==> src/rtl/timelock_host_if.sv <==
// Byte link between the timelock host sequencer and its UART transmitter/receiver.
// master = host sequencer side, slave = transmitter/receiver side.
interface timelock_host_if;
   logic       tx_new_byte;
   logic [7:0] tx_byte;
   logic       tx_ready;
   logic       rx_new_byte;
   logic [7:0] rx_byte;

   modport master (
      output tx_new_byte,
      output tx_byte,
      input  tx_ready,
      input  rx_new_byte,
      input  rx_byte
   );

   modport slave (
      input  tx_new_byte,
      input  tx_byte,
      output tx_ready,
      output rx_new_byte,
      output rx_byte
   );
endinterface

==> src/rtl/timelock_host.sv <==
// Host-side LOAD/COMPUTE/READ nibble-command sequencer for the timelock UART protocol.
// Optional reply watchdog enabled by defining TIMELOCK_HOST_TIMEOUT_EN.
module timelock_host #(
   parameter int unsigned NIBBLES        = 92,
   parameter int unsigned TIMEOUT_CYCLES = 1_000_000
) (
   input  logic                   clk,
   input  logic                   rst_n,
   input  logic                   start,
   input  logic [4*NIBBLES-1:0]   operand,
   output logic                   busy,
   output logic                   done,
   output logic                   error,
   output logic [4*NIBBLES-1:0]   result,
   timelock_host_if.master        link
);

   localparam int unsigned W  = 4 * NIBBLES;
   localparam int unsigned IW = 7;

   localparam logic [3:0] CODE_LOAD       = 4'h0;
   localparam logic [3:0] CODE_ACKLOAD    = 4'h1;
   localparam logic [3:0] CODE_COMPUTE    = 4'h2;
   localparam logic [3:0] CODE_ACKCOMPUTE = 4'h3;

   typedef enum logic [1:0] {
      S_IDLE,
      S_SEND,
      S_WAIT_ACK,
      S_FINISH
   } state_t;

   typedef enum logic [1:0] {
      PH_LOAD,
      PH_COMPUTE,
      PH_READ
   } phase_t;

   state_t          state;
   phase_t          phase;
   logic [IW-1:0]   idx;
   logic [W-1:0]    op_q;
   logic [W-5:0]    res_sr;
   logic            last_idx_c;
   logic            reply_ok_c;
   logic [7:0]      tx_byte_c;
   logic [W-1:0]    shifted_c;

`ifdef TIMELOCK_HOST_TIMEOUT_EN
   localparam int unsigned TW = $clog2(TIMEOUT_CYCLES + 1);
   logic [TW-1:0]   tmo_cnt;
`else
   logic [31:0]     unused_timeout;
   assign unused_timeout = 32'(TIMEOUT_CYCLES);
`endif

   assign last_idx_c = (idx == IW'(NIBBLES - 1));
   // Result nibbles arrive LSB first and are shifted in from the top.
   assign shifted_c  = {link.rx_byte[7:4], res_sr};

   // Outgoing command byte and reply acceptance for the current phase.
   always_comb begin
      tx_byte_c  = 8'h00;
      reply_ok_c = 1'b0;
      case (phase)
         PH_LOAD: begin
            tx_byte_c  = {op_q[{idx, 2'b00} +: 4], CODE_LOAD};
            reply_ok_c = (link.rx_byte[3:0] == CODE_ACKLOAD);
         end
         PH_COMPUTE: begin
            tx_byte_c  = {4'h0, CODE_COMPUTE};
            reply_ok_c = (link.rx_byte == {4'h0, CODE_ACKCOMPUTE});
         end
         PH_READ: begin
            tx_byte_c  = {4'h0, CODE_LOAD};
            reply_ok_c = (link.rx_byte[3:0] == CODE_ACKLOAD);
         end
         default: begin
            tx_byte_c  = 8'h00;
            reply_ok_c = 1'b0;
         end
      endcase
   end

   // Sequencer state, counters and registered outputs.
   always_ff @(posedge clk or negedge rst_n) begin
      if (!rst_n) begin
         state            <= S_IDLE;
         phase            <= PH_LOAD;
         idx              <= '0;
         op_q             <= '0;
         res_sr           <= '0;
         busy             <= 1'b0;
         done             <= 1'b0;
         error            <= 1'b0;
         result           <= '0;
         link.tx_new_byte <= 1'b0;
         link.tx_byte     <= 8'h00;
`ifdef TIMELOCK_HOST_TIMEOUT_EN
         tmo_cnt          <= '0;
`endif
      end else begin
         done             <= 1'b0;
         error            <= 1'b0;
         link.tx_new_byte <= 1'b0;
         case (state)
            S_IDLE, S_FINISH: begin
               state <= S_IDLE;
               if (start) begin
                  op_q  <= operand;
                  phase <= PH_LOAD;
                  idx   <= '0;
                  busy  <= 1'b1;
                  state <= S_SEND;
               end
            end
            S_SEND: begin
               if (link.tx_ready) begin
                  link.tx_new_byte <= 1'b1;
                  link.tx_byte     <= tx_byte_c;
                  state            <= S_WAIT_ACK;
`ifdef TIMELOCK_HOST_TIMEOUT_EN
                  tmo_cnt          <= '0;
`endif
               end
            end
            S_WAIT_ACK: begin
               if (link.rx_new_byte) begin
                  if (!reply_ok_c) begin
                     error <= 1'b1;
                     busy  <= 1'b0;
                     state <= S_IDLE;
                  end else begin
                     state <= S_SEND;
                     case (phase)
                        PH_LOAD: begin
                           if (last_idx_c) begin
                              phase <= PH_COMPUTE;
                              idx   <= '0;
                           end else begin
                              idx <= idx + IW'(1);
                           end
                        end
                        PH_COMPUTE: begin
                           phase <= PH_READ;
                           idx   <= '0;
                        end
                        PH_READ: begin
                           res_sr <= shifted_c[W-1:4];
                           if (last_idx_c) begin
                              result <= shifted_c;
                              done   <= 1'b1;
                              busy   <= 1'b0;
                              idx    <= '0;
                              state  <= S_FINISH;
                           end else begin
                              idx <= idx + IW'(1);
                           end
                        end
                        default: state <= S_IDLE;
                     endcase
                  end
               end
`ifdef TIMELOCK_HOST_TIMEOUT_EN
               else if (tmo_cnt == TW'(TIMEOUT_CYCLES - 1)) begin
                  error <= 1'b1;
                  busy  <= 1'b0;
                  state <= S_IDLE;
               end else begin
                  tmo_cnt <= tmo_cnt + TW'(1);
               end
`endif
            end
            default: state <= S_IDLE;
         endcase
      end
   end

endmodule

==> src/flat_wrapper.sv <==
// flat-port wrapper written by rule: the top's interface ports become plain ports
module timelock_host_flat 
#(
   parameter int unsigned NIBBLES        = 92,
   parameter int unsigned TIMEOUT_CYCLES = 1_000_000
)
  (clk, rst_n, start, operand, busy, done, error, result, link_tx_new_byte, link_tx_byte, link_tx_ready, link_rx_new_byte, link_rx_byte);
  timelock_host_if link_i ();
  input  logic clk;
  input  logic rst_n;
  input  logic start;
  input  logic [4*NIBBLES-1:0] operand;
  output logic busy;
  output logic done;
  output logic error;
  output logic [4*NIBBLES-1:0] result;
  output wire logic [$bits(link_i.tx_new_byte)-1:0] link_tx_new_byte;
  output wire logic [$bits(link_i.tx_byte)-1:0] link_tx_byte;
  input wire logic [$bits(link_i.tx_ready)-1:0] link_tx_ready;
  input wire logic [$bits(link_i.rx_new_byte)-1:0] link_rx_new_byte;
  input wire logic [$bits(link_i.rx_byte)-1:0] link_rx_byte;
  assign link_tx_new_byte = link_i.tx_new_byte;
  assign link_tx_byte = link_i.tx_byte;
  assign link_i.tx_ready = link_tx_ready;
  assign link_i.rx_new_byte = link_rx_new_byte;
  assign link_i.rx_byte = link_rx_byte;
  timelock_host #(.NIBBLES(NIBBLES), .TIMEOUT_CYCLES(TIMEOUT_CYCLES)) u_core (.clk(clk), .rst_n(rst_n), .start(start), .operand(operand), .busy(busy), .done(done), .error(error), .result(result), .link(link_i));
endmodule
==> config.mk <==
export PLATFORM = sky130hd
export DESIGN_NAME = timelock_host_flat
export DESIGN_NICKNAME = d
export VERILOG_FILES = /design/src/rtl/timelock_host_if.sv /design/src/rtl/timelock_host.sv /design/src/flat_wrapper.sv
export SDC_FILE = /design/constraint.sdc
export NUM_CORES = 2
export LEC_CHECK = 0
export BUFFER_PORTS_ARGS = -buffer_cell sky130_fd_sc_hd__clkbuf_2
export CORE_MARGIN = 8
export CORE_UTILIZATION = 50
export DETAILED_ROUTE_END_ITERATION = 7
export PLACE_DENSITY_LB_ADDON = 0.1
export SLEW_MARGIN = 5
export SYNTH_ARGS = -nofsm -noshare
export SYNTH_HDL_FRONTEND = slang
export SYNTH_SLANG_ARGS = --single-unit
==> constraint.sdc <==
create_clock -name clk -period 2.03 [get_ports clk]
set_clock_uncertainty 0.1 [all_clocks]
set_input_delay 0.1015 -clock clk [delete_from_list [all_inputs] [get_ports clk]]
set_output_delay 0.1015 -clock clk [all_outputs]
set_load 0.05 [all_outputs]
==> impl_metrics.env <==
export IMPL_status="complete, but fails checks"
export IMPL_violations="negative setup slack"
export IMPL_cts_buffer_depth=3
export IMPL_synth_top_area_cell="dfrtp_1"
export IMPL_core_area_um2=89700
export IMPL_hold_class="in -> reg"
export IMPL_ant_nets=0
export IMPL_drtPass1Iterations=5
export IMPL_drt_wirelength_per_cell_um=23.5
export IMPL_crit_fanout=6
export IMPL_area_delta_synth_final_pct=47.1
export IMPL_synth_xor_area_share_pct=0
export IMPL_clkTransAtPathRegs_ps=60
export IMPL_finalCritPeriodShare_pct=121
export IMPL_cap_violations=0
export IMPL_final_max_slew_viol_count=0
export IMPL_synth_cells=4235
export IMPL_track_usage_pct=29.9
export IMPL_min_period_ps=2450
export IMPL_yosys_mux_area_fraction_pct=14.5
export IMPL_tritoncts="done"
export IMPL_die_w_um=316
export IMPL_portBuffers=757
export IMPL_peakVddDrop_v=0.000988
export IMPL_cp_data_arrival_time_ps=2930
export IMPL_die_area_um2=100000
export IMPL_postLayoutCellArea_um2=66400
export IMPL_clk_latency_ps=710
export IMPL_rsz0062_at_grt="yes"
export IMPL_grt_pass1_wl_um=230000
export IMPL_p_per_area_nw_per_um2=975
export IMPL_ys_seq_area_share_pct=62.1
export IMPL_place_ws_ps=-781
export IMPL_root_buffer="clkbuf_16"
export IMPL_setup_worst_path_start="u_core.idx[0]"
export IMPL_ys_async_sr_fraction_pct=100
export IMPL_ios=761
export IMPL_dp_hpwl_um=98000
export IMPL_yosys_cell_types_count=52
export IMPL_final_setup_tns_ps=-101980
export IMPL_grt_max_degree=136
export IMPL_synth_edf_count=0
export IMPL_numCtsBuffers=114
export IMPL_placed_area_um2=51700
export IMPL_utilization_pct=74.0
export IMPL_clock_sinks=1120
export IMPL_globalRouteOverflowTotal=0
export IMPL_synth_top_family_by_area="simple AND/OR/NAND/NOR gates"
export IMPL_relSlewSlack_pct=63.9
export IMPL_critPathLaunchType="flip-flop"
export IMPL_p_leak_nw=34.3
export IMPL_max_freq_mhz=408
export IMPL_final_nets=6025
export IMPL_ys_ff_latch=1120
export IMPL_synthAdderAreaFrac_pct=0.0832
export IMPL_cts_htree_levels=3
export IMPL_whs_ps=54.4
export IMPL_hold_viol=0
export IMPL_yosysMostFrequentCell="nand2_1"
export IMPL_yosys_warnings=0
export IMPL_r2r_start="u_core.idx[0]"
export IMPL_routed_wl_um=163000
export IMPL_yosys_top_cells_count="nand2_1, dfrtp_1, mux2_2"
export IMPL_gp_congestion=0.879
export IMPL_crit_required_ps=2510
export IMPL_synthFlopType="dfrtp_1"
export IMPL_setup_viol=495
export IMPL_rows=110
export IMPL_synth_avg_cell_area_um2=10.7
export IMPL_drive_gt1_share_pct=43.6
export IMPL_dr_first_iter_drc_count=3310
export IMPL_setup_slack_ps=-419
export IMPL_initial_core_util_pct=50.3
export IMPL_worstHoldStart="link_rx_byte[2]"
export IMPL_vias_per_cell=5.41
export IMPL_grt_pass1_vias=37700
export IMPL_critPathCaptureType="flip-flop"
export IMPL_drc=0
export IMPL_synth_compound_area_share_pct=1.12
export IMPL_setup_worst_path_class="reg -> reg"
export IMPL_antenna_found_initial=19
export IMPL_tightest_slew_ps=542
export IMPL_yosys_area_share_simple_pct=19.3
export IMPL_netlist_area_leader_share_pct=62.1
export IMPL_vias=37500
export IMPL_synth_top_cells_by_area="dfrtp_1, nand2_1, mux2_2, mux4_2, buf_2"
export IMPL_die_y_um=316
export IMPL_netlist_area_um2=45100
-- metal layers --
| metal | global-route usage, % | vias up | share of wire (%) |
|---|---|---|---|
| met5 | 0 | - | 0.020 |
| met4 | 14.0 | 6 | 5.1 |
| met3 | 6.08 | 431 | 7.1 |
| met2 | 49.7 | 1674 | 50 |
| met1 | 37.7 | 18900 | 38 |
| li1 | - | 16500 | - |
-- logic make-up after synthesis --
family	after synthesis
mux	497
fa+ha+maj	3
compound gates	75
flops	1120
simple gates	2289
buf+inv	250
other cells	1
-- cell usage in the layout (no fill, tap or decap), types with 7 or more instances in the layout --
| cell | instances |
|---|---|
| mux2_2 | 384 |
| mux4_2 | 82 |
| buf_16 | 58 |
| nor2_1 | 15 |
| dfrtp_1 | 1116 |
| nand2_4 | 260 |
| nand2b_1 | 8 |
| clkbuf_1 | 22 |
| bufinv_16 | 9 |
| o22ai_1 | 15 |
| mux2i_1 | 20 |
| nor2b_1 | 9 |
| clkbuf_8 | 33 |
| nand2_1 | 1577 |
| buf_6 | 28 |
| diode_2 | 18 |
| clkbuf_2 | 756 |
| clkbuf_16 | 153 |
| buf_12 | 103 |
| o21ai_1 | 11 |
| nand3_1 | 7 |
| dlygate4sd3_1 | 378 |
| nand2_2 | 383 |
| clkinv_2 | 26 |
| buf_4 | 158 |
| buf_8 | 12 |
-- worst max-delay path, cell delays in order (launching register included) --
cell       delay, ps
dfrtp_4          500
buf_12           150
buf_12           140
mux4_2           430
mux4_2           530
nor2b_4          150
a2111oi_4         60
a221oi_2         180
o21ai_1           90
-- path summary, 6_finish.rpt --
path / slack (ps) / cells past startpoint / to
max in group asynchronous: 1150 / 3 / u_core.res_sr[155]
max: -420 / 8 / u_core.link.tx_byte[7]
max reg2reg: -420 / 8 / u_core.link.tx_byte[7]
min reg2reg: 370 / 2 / u_core.result[60]
min in group asynchronous: 60 / 3 / u_core.result[336]
min: 50 / 6 / u_core.done
-- report_power, final --
group | leakage [nW] | switching (mW) | internal, mW
registers | 14.8 | 2.47 | 26.2
clock network | 1.95 | 9.08 | 12.8
logic | 17.5 | 5.86 | 8.34
total | 34.3 | 17.4 | 47.3
-- metrics by stage --
| stage | total power, mW | instances |
|---|---|---|
| 2_1_floorplan | 36.7 | 4237 |
| 3_3_place_gp | 41.1 | 6151 |
| 3_5_place_dp | 41.4 | 6151 |
| 4_1_cts | 64.3 | 6850 |
| 5_1_grt | 66.9 | 6928 |
| 6_report | 64.7 | 6935 |
-- layout make-up --
| type | instances | area (um2) |
|---|---|---|
| Antenna cell | 18 | 45.0 |
| Clock buffer | 170 | 3410 |
| Clock inverter | 46 | 517 |
| Fill cell | 5899 | 23400 |
| Inverter | 7 | 26.3 |
| Multi-Input combinational cell | 2867 | 19000 |
| Sequential cell | 1120 | 28000 |
| Tap cell | 1176 | 1470 |
| Timing Repair Buffer | 1531 | 13900 |
-- sequential cells by signal (all words and copies together) (netlist names) --
name,flops
u_core.op_q,368
u_core.result,368
u_core.res_sr,364
u_core.idx,7
u_core.link.tx_byte,5
u_core.phase,2
u_core.state,2
u_core.busy,1
u_core.done,1
u_core.error,1
u_core.link.tx_new_byte,1
-- what timing repair did --
item                       4_1_cts  5_1_grt
setup buffers                   50       33
resized for setup              197      952
pin swaps                       64      457
hold buffers                   379        0
setup endpoints to repair      738      801
cloned                          56       55
hold endpoints to repair      1530        0
Note: power is estimated with default switching activity, not from simulation.
